===== config.mk =====
export PLATFORM = sky130hd
export DESIGN_NAME = pc_fetch_unit
export DESIGN_NICKNAME = d
export VERILOG_FILES = /design/src/rtl/pc_fetch_unit_pkg.sv /design/src/rtl/pc_fetch_unit_next_pc_sel.sv /design/src/rtl/pc_fetch_unit.sv
export SDC_FILE = /design/constraint.sdc
export NUM_CORES = 1
export LEC_CHECK = 0
export BUFFER_PORTS_ARGS = -buffer_cell sky130_fd_sc_hd__buf_2
export CAP_MARGIN = 20
export CORE_ASPECT_RATIO = 0.6
export CORE_MARGIN = 3
export CORE_UTILIZATION = 51
export CTS_CLUSTER_DIAMETER = 50
export DETAILED_ROUTE_END_ITERATION = 10
export GPL_TIMING_DRIVEN = 1
export HOLD_SLACK_MARGIN = 0.02
export PLACE_DENSITY_LB_ADDON = 0.2
export SYNTH_ARGS = -nofsm -noshare
export SYNTH_HDL_FRONTEND = slang
export SYNTH_SLANG_ARGS = --single-unit

===== constraint.sdc =====
create_clock -name clock -period 2.5 [get_ports clock]
set_clock_uncertainty 0.15 [all_clocks]
set_input_delay 0.25 -clock clock [delete_from_list [all_inputs] [get_ports clock]]
set_output_delay 0.25 -clock clock [all_outputs]
set_load 0.02 [all_outputs]

===== src/rtl/pc_fetch_unit_pkg.sv =====
// Shared types and constants for the instruction-fetch stage.
//   fetch_state_t    : fetch FSM states
//   npc_sel_t        : which source supplies the next PC
//   RESET_PC_DEFAULT : default byte address loaded into the PC on reset
package pc_fetch_unit_pkg;

   typedef enum logic [1:0] {
      RST,
      REQ,
      HOLD
   } fetch_state_t;

   typedef enum logic [1:0] {
      NPC_SEQ,
      NPC_BR,
      NPC_JMP,
      NPC_JR
   } npc_sel_t;

   localparam logic [31:0] RESET_PC_DEFAULT = 32'h0000_0000;

   // Branch targets arrive word-granular; convert to a byte address.
   function automatic logic [31:0] word_to_byte(input logic [31:0] w);
      return {w[29:0], 2'b00};
   endfunction

endpackage


===== src/rtl/pc_fetch_unit_next_pc_sel.sv =====
// Combinational next-PC priority mux (jr > jmp > branch_taken).
//   pc_plus_4    in  : sequential PC, also supplies the jump region bits
//   branch_taken in  : branch redirect request
//   branch_addr  in  : word-granular branch target
//   jmp          in  : J/JAL redirect request
//   jump_index   in  : J-format index
//   jr           in  : register-indirect redirect request
//   jr_addr      in  : jr target (low two bits ignored)
//   sel          out : selected source; NPC_SEQ means no redirect
//   target       out : byte address of the selected next PC
module pc_fetch_unit_next_pc_sel
   import pc_fetch_unit_pkg::*;
(
   input  logic [31:0] pc_plus_4,
   input  logic        branch_taken,
   input  logic [31:0] branch_addr,
   input  logic        jmp,
   input  logic [25:0] jump_index,
   input  logic        jr,
   input  logic [31:0] jr_addr,
   output npc_sel_t    sel,
   output logic [31:0] target
);

   // Bits that are architecturally discarded by the target formats.
   logic unused_bits;
   assign unused_bits = ^{branch_addr[31:30], jr_addr[1:0]};

   always_comb begin
      sel    = NPC_SEQ;
      target = pc_plus_4;
      if (jr) begin
         sel    = NPC_JR;
         target = {jr_addr[31:2], 2'b00};
      end else if (jmp) begin
         sel    = NPC_JMP;
         target = {pc_plus_4[31:28], jump_index, 2'b00};
      end else if (branch_taken) begin
         sel    = NPC_BR;
         target = word_to_byte(branch_addr);
      end
   end

endmodule


===== src/rtl/pc_fetch_unit.sv =====
// Instruction-fetch stage: PC register, imem req/ack handshake and a
// single-entry valid/ready output to decode, plus redirect handling.
//   clock, reset_n             : clock (rising edge), async active-low reset
//   imem_req/addr/ack/rdata    : instruction memory handshake
//   instr_valid/ready/out/pc   : fetched instruction towards decode
//   pc_plus_4                  : pc + 4, combinational
//   stall                      : hazard hold, blocks acceptance in HOLD
//   branch_taken/branch_addr   : branch redirect (word-granular target)
//   jmp/jal/jump_index         : J/JAL redirect, jal captures link_addr
//   jr/jr_addr                 : register-indirect redirect
//   link_addr                  : instr_pc + 4 captured on jal
module pc_fetch_unit
   import pc_fetch_unit_pkg::*;
#(
   parameter logic [31:0] RESET_PC = RESET_PC_DEFAULT,
   parameter int unsigned IMEM_AW  = 14
) (
   input  logic               clock,
   input  logic               reset_n,
   output logic               imem_req,
   output logic [IMEM_AW-1:0] imem_addr,
   input  logic               imem_ack,
   input  logic [31:0]        imem_rdata,
   output logic               instr_valid,
   input  logic               instr_ready,
   output logic [31:0]        instr_out,
   output logic [31:0]        instr_pc,
   output logic [31:0]        pc_plus_4,
   input  logic               stall,
   input  logic               branch_taken,
   input  logic [31:0]        branch_addr,
   input  logic               jmp,
   input  logic               jal,
   input  logic [25:0]        jump_index,
   input  logic               jr,
   input  logic [31:0]        jr_addr,
   output logic [31:0]        link_addr
);

   fetch_state_t       state, state_d;
   logic [31:0]        pc, pc_d;
   logic               pend, pend_d;
   logic [IMEM_AW-1:0] hold_addr, hold_addr_d;
   logic               capture;
   logic               link_en;
   logic               redirect;
   npc_sel_t           npc_sel;
   logic [31:0]        npc_target;

   assign pc_plus_4 = pc + 32'd4;

   pc_fetch_unit_next_pc_sel u_next_pc_sel (
      .pc_plus_4    (pc_plus_4),
      .branch_taken (branch_taken),
      .branch_addr  (branch_addr),
      .jmp          (jmp),
      .jump_index   (jump_index),
      .jr           (jr),
      .jr_addr      (jr_addr),
      .sel          (npc_sel),
      .target       (npc_target)
   );

   assign redirect = (npc_sel != NPC_SEQ) && (state != RST);
   assign link_en  = jmp && jal && (state != RST);

   // While a redirect is pending the PC already holds the new target, so the
   // outstanding request keeps presenting the address latched in hold_addr.
   assign imem_req    = (state == REQ);
   assign imem_addr   = pend ? hold_addr : pc[IMEM_AW+1:2];
   assign instr_valid = (state == HOLD);

   always_comb begin
      state_d     = state;
      pc_d        = pc;
      pend_d      = pend;
      hold_addr_d = hold_addr;
      capture     = 1'b0;
      case (state)
         RST: state_d = REQ;
         REQ: begin
            if (redirect) begin
               pc_d = npc_target;
               if (imem_ack) begin
                  // Returned data belongs to the abandoned path.
                  pend_d = 1'b0;
               end else begin
                  if (!pend) hold_addr_d = pc[IMEM_AW+1:2];
                  pend_d = 1'b1;
               end
            end else if (imem_ack) begin
               if (pend) begin
                  pend_d = 1'b0;
               end else begin
                  capture = 1'b1;
                  state_d = HOLD;
               end
            end
         end
         HOLD: begin
            if (redirect) begin
               pc_d    = npc_target;
               state_d = REQ;
            end else if (instr_ready && !stall) begin
               pc_d    = pc_plus_4;
               state_d = REQ;
            end
         end
         default: state_d = RST;
      endcase
   end

   always_ff @(posedge clock or negedge reset_n) begin
      if (!reset_n) begin
         state     <= RST;
         pc        <= RESET_PC;
         pend      <= 1'b0;
         hold_addr <= '0;
         instr_out <= '0;
         instr_pc  <= '0;
         link_addr <= '0;
      end else begin
         state     <= state_d;
         pc        <= pc_d;
         pend      <= pend_d;
         hold_addr <= hold_addr_d;
         if (capture) begin
            instr_out <= imem_rdata;
            instr_pc  <= pc;
         end
         if (link_en) link_addr <= instr_pc + 32'd4;
      end
   end

endmodule


# Word-level counts from Yosys, hierarchy flattened
# Index checks and enable logic that the tools add are counted.
# classes
addsub	2
mul	0
n_div	0
n_lt_le_gt_ge	0
n_eq_ne	7
n_shift	0
n_mux	24
bitwise	1
n_reduce_logical	14
# op_table
op	count
32-bit 2-to-1 mux	6
32-bit by 3-bit adder with 32-bit output, second input constant	2
32-bit one-hot mux with 2 select lines	1
14-bit 2-to-1 mux	1
2-bit 2-to-1 mux	7
1-bit 2-to-1 mux	8
2-bit nonzero test	4
2-bit one-hot mux with 3 select lines	1
3-bit AND reduction	2
1-bit logical AND	4
2-bit by 1-bit inequality test with 1-bit output, second input constant	2
2-bit inequality test, second input constant	2
4-bit AND reduction	1
3-bit by 1-bit inequality test with 1-bit output, second input constant	1
2-bit by 1-bit == test with 1-bit output, second input constant	1
2-bit == test, second input constant	1
2-bit zero test	1
2-bit AND reduction	1
1-bit zero test	1
1-bit inverter	1
# word_totals
ff_bits	145
latchBits	0
ram_bits	0
mem_bits_ro	0
wordCells	55
memories	0

# Longest topological paths before layout
# depth
ltp_word	7
ltp_mapped	10

# By module
# Synthesis repeated with hierarchy kept, for this count alone.
# hier_totals
hier_cells	827
area_unflattened_um2	8404.3
# modules_own_cells
mod	instances	cells_per_inst	area_per_inst_um2	seq_area_each_um2
pc_fetch_unit	1	685	7245.7	3628.5
pc_fetch_unit_next_pc_sel	1	142	1158.6	0.0

# Worst setup path before layout
# OpenSTA, ideal clock, no wires.
# synth_path
kind	reg2reg
start	reg state[0]
end	reg hold_addr[10]
arrival_time_ns	1.978
slack_ns	0.248
stages_incl_launch_ff	9
n_path_buf	2
cell_sequence	dfrtp_1 inv_1 ha_1 clkbuf_1 nor2_1 nand2_1 nor2_1 buf_2 mux2_2
# synth_via
elab_chain_cells	3
# synth_rtl
item	line	rtl
start: declaration	pc_fetch_unit.sv:40	fetch_state_t state, state_d;
start signal: assignment	pc_fetch_unit.sv:123	state <= state_d;
2-bit nonzero test	pc_fetch_unit.sv:64	assign redirect = (npc_sel != NPC_SEQ) && (state != RST);
1-bit logical AND	pc_fetch_unit.sv:64	
3-bit AND reduction (no source line) (*)	--	
end signal: assignment	pc_fetch_unit.sv:126	hold_addr <= hold_addr_d;
end: declaration	pc_fetch_unit.sv:43	logic [IMEM_AW-1:0] hold_addr, hold_addr_d;
# Mark *: on every way between the ends. The rest lies on a longest branch, timed or not.
# A chain may end at the register's enable or synchronous reset.

# Final worst setup path
# layout_path
start	reg pc[3]
end	out pc_plus_4[28]
# layout_via
elab_chain_cells	1
# layout_rtl
item	line	rtl
start: declaration	pc_fetch_unit.sv:41	logic [31:0] pc, pc_d;
start signal: assignment	pc_fetch_unit.sv:124	pc <= pc_d;
32-bit by 3-bit adder with 32-bit output	pc_fetch_unit.sv:50	assign pc_plus_4 = pc + 32'd4;
end: declaration	pc_fetch_unit.sv:28	output logic [31:0] pc_plus_4,
# No other way between the ends.

==> insert_results.sql <==
INSERT INTO impl_metrics (metric_group, metric, value, unit) VALUES
('critical_path', 'cpMaxStageDelayCell', 'sky130_fd_sc_hd__dfrtp_2', ''),
('power_and_ir_drop', 'p_per_area', '1362', 'nW/µm²'),
('placement', 'dp_cells', '1252', ''),
('synth', 'synth.avg_cell_area', '10.17', 'µm²'),
('route', 'drt_wl_total', '27340', 'µm'),
('clock_network', 'tritoncts', 'built', ''),
('hold_path', 'worstHoldStart', 'jr_addr[4]', ''),
('die', 'io_pins', '275', ''),
('route', 'wl_per_cell', '20.27', 'µm'),
('hold_path', 'min_delay_worst_endpoint', 'pc[4]', ''),
('critical_path', 'criticalPathCategory', 'register to output port', ''),
('synth', 'synth_cell_types', '61', ''),
('critical_path', 'worstPathMaxFanout', '4', ''),
('final_layout', 'synthToLayoutAreaGrowth', '40.58', '%'),
('placement', 'placed_area', '9871', 'µm²'),
('critical_path', 'critPathCaptureType', 'output port', ''),
('job', 'max-cap-violations', '0', ''),
('critical_path', 'rr_endpoint', 'pc[27]', ''),
('route', 'dr_total_vias', '7814', ''),
('critical_path', 'slowest_delay', '0.45', 'ns'),
('clock_network', 'clk_transition_reported_paths', '0.06', 'ns'),
('final_layout', 'post_route_cells_drive_above_1_share', '46.39', '%'),
('global_routing', 'grt_max_degree', '66', ''),
('final_layout', 'layout.nets', '1276', ''),
('hold_path', 'worstHoldPathCells', '4', ''),
('sta', 'grt_setup_unrepaired', 'true', ''),
('synth', 'ys_dominant_reg_cell', 'sky130_fd_sc_hd__dfrtp_1', ''),
('sta', 'achievable-frequency', '384.6', 'MHz'),
('synth', 'number_of_instances_in_the_synthesized_netlist', '786', ''),
('critical_path', 'list_of_cells_traversed_by_the_critical_path', 'ha_4, nand3_4, or3_4, nor4_4, xor2_1, buf_4', ''),
('power_and_ir_drop', 'leakage', '5.411', 'nW'),
('route', 'detailedRoute.firstPassIterationCount', '5', ''),
('die', 'die_width', '167.6', 'µm'),
('synth', 'synth_enable_flop_cells', '0', ''),
('clock_network', 'cts_sinks', '145', ''),
('global_routing', 'number_of_global_route_vias_before_repair', '7269', ''),
('final_layout', 'fillerInstances', '1032', ''),
('sta', 'timing.final.hold_violations', '0', ''),
('synth', 'synth.ff_latch_count', '145', ''),
('critical_path', 'cp_data_arrival_time', '2.20', 'ns'),
('critical_path', 'critical_path.top_delay_family', 'simple AND/OR/NAND/NOR gates', ''),
('sta', 'fin_ws', '-0.09994', 'ns'),
('global_routing', 'grt_usage', '30.23', '%'),
('critical_path', 'cp_num_buf_inv', '1', ''),
('route', 'route.detailed.drc', '0', ''),
('route', 'routed_via_density', '5.792', ''),
('clock_network', 'cts_buffers', '17', ''),
('final_layout', 'finish.cell_count_without_fillers', '1349', ''),
('placement', 'port-buffer-count', '270', ''),
('synth', 'synth_warnings', '0', ''),
('die', 'placement_rows', '34', ''),
('sta', 'post-route-min-period', '2.600', 'ns'),
('sta', 'drv_slew', '0', ''),
('synth', 'syn_nets', '922', ''),
('power_and_ir_drop', 'post-layout-total-power', '15.31', 'mW'),
('global_routing', 'remaining_global_route_overflow', '0', ''),
('global_routing', 'grt_pass1_wl', '40890', 'µm'),
('die', 'height_of_the_die', '103.0', 'µm'),
('route', 'ant_nets', '0', ''),
('final_layout', 'final_common_cell', 'sky130_fd_sc_hd__buf_2', ''),
('sta', 'finalSetupViolCount', '7', ''),
('status', 'status', 'finished, violations left', ''),
('sta', 'worst_slew_pin_slew', '0.6831', 'ns'),
('critical_path', 'worstRegToRegCells', '7', ''),
('synth', 'synth.cell_area', '7991', 'µm²'),
('status', 'violated_checks', 'negative setup slack', ''),
('die', 'core-area', '14890', 'µm²'),
('synth', 'synth.yosys.seq_area_share', '45.40', '%'),
('route', 'first_iter_violations', '803', ''),
('sta', 'period_share', '104.0', '%'),
('placement', 'dp_worst_setup_slack', '0.003206', 'ns');
sequential cells by signal, indices dropped and copies added (netlist names):
name,flops
pc,32
instr_pc,32
state,2
pend,1
link_addr,32
hold_addr,14
instr_out,32
what timing repair did:
item,in CTS,in global routing
pin swaps,9,15
setup buffers,18,15
setup endpoints to repair,19,23
hold buffers,34,0
gates cloned,0,0
gates resized for setup,27,29
endpoints found under the hold margin,85,0
logic make-up after synthesis:
logic type,count (synthesis),share of synthesized area (%)
buffers and inverters,74,3.930
xor gates and xnor gates,56,6.137
AOI/OAI and AO/OA,166,13.34
adders and majority gates,5,0.7828
DFF,145,45.40
and+or+nand+nor,245,17.03
muxes,95,13.37
cell usage after synthesis (10+ instances only):
| cell type | n | area (µm²) |
|---|---|---|
| sky130_fd_sc_hd__xnor2_1 | 25 | 219.0 |
| sky130_fd_sc_hd__nand3_1 | 24 | 120.1 |
| sky130_fd_sc_hd__a22oi_1 | 20 | 150.1 |
| sky130_fd_sc_hd__clkbuf_1 | 34 | 127.6 |
| sky130_fd_sc_hd__dfrtp_1 | 145 | 3628 |
| sky130_fd_sc_hd__mux2_2 | 94 | 1059 |
| sky130_fd_sc_hd__buf_2 | 19 | 95.09 |
| sky130_fd_sc_hd__a21oi_1 | 17 | 85.08 |
| sky130_fd_sc_hd__nor3_1 | 18 | 90.09 |
| sky130_fd_sc_hd__and3_1 | 10 | 62.56 |
| sky130_fd_sc_hd__xor2_1 | 31 | 271.5 |
| sky130_fd_sc_hd__a221o_1 | 11 | 110.1 |
| sky130_fd_sc_hd__and4_1 | 11 | 96.34 |
| sky130_fd_sc_hd__nor2_1 | 26 | 97.59 |
| sky130_fd_sc_hd__nor4_1 | 17 | 106.4 |
| sky130_fd_sc_hd__nand4_1 | 17 | 106.4 |
| sky130_fd_sc_hd__nand2_1 | 84 | 315.3 |
| sky130_fd_sc_hd__inv_1 | 17 | 63.81 |
| sky130_fd_sc_hd__o21ai_0 | 75 | 375.4 |
tightest hold or removal path, delay by kind of cell:
family / cells / cell delay (ns)
buffers and inverters: 1 / 0.08
and+or+nand+nor: 1 / 0.04
AOI/OAI and AO/OA: 2 / 0.22
worst max-delay path by stage:
stage,from,end,slack [ns],cells after the start
2_1_floorplan,state[0],hold_addr[10],0.25,8
3_3_place_gp,state[0],pc[26],0.02,7
3_5_place_dp,state[0],pc[26],0.003,7
4_1_cts,pc[3],pc_plus_4[28],-0.1,6
5_1_grt,pc[3],pc_plus_4[28],-0.16,6
6_report,pc[3],pc_plus_4[28],-0.1,6
routing by layer:
layer | wire, µm | part of all wire, % | vias up | GRT usage (%)
li1 | - | - | 3577 | -
met1 | 11880 | 43 | 3756 | 44.67
met2 | 12140 | 44 | 434 | 45.46
met3 | 2826 | 10 | 47 | 5.977
met4 | 493 | 1.8 | 0 | 9.177
met5 | 0 | 0 | - | 0
layout make-up:
cell class	instances	area (µm²)	area share (%)
clock buffer	18	439.2	3.909
clock inverter	12	133.9	1.192
inverter	17	63.81	0.5680
multi-input combinational	567	4228	37.63
sequential	145	3649	32.48
tap	198	247.7	2.205
timing repair buffer	392	2474	22.02
power by group:
group | switching, mW | internal [mW]
sequential | 1.19 | 3.48
combinational | 4.74 | 3.40
clock | 1.01 | 1.49
Power figures use the tool's default switching activity.
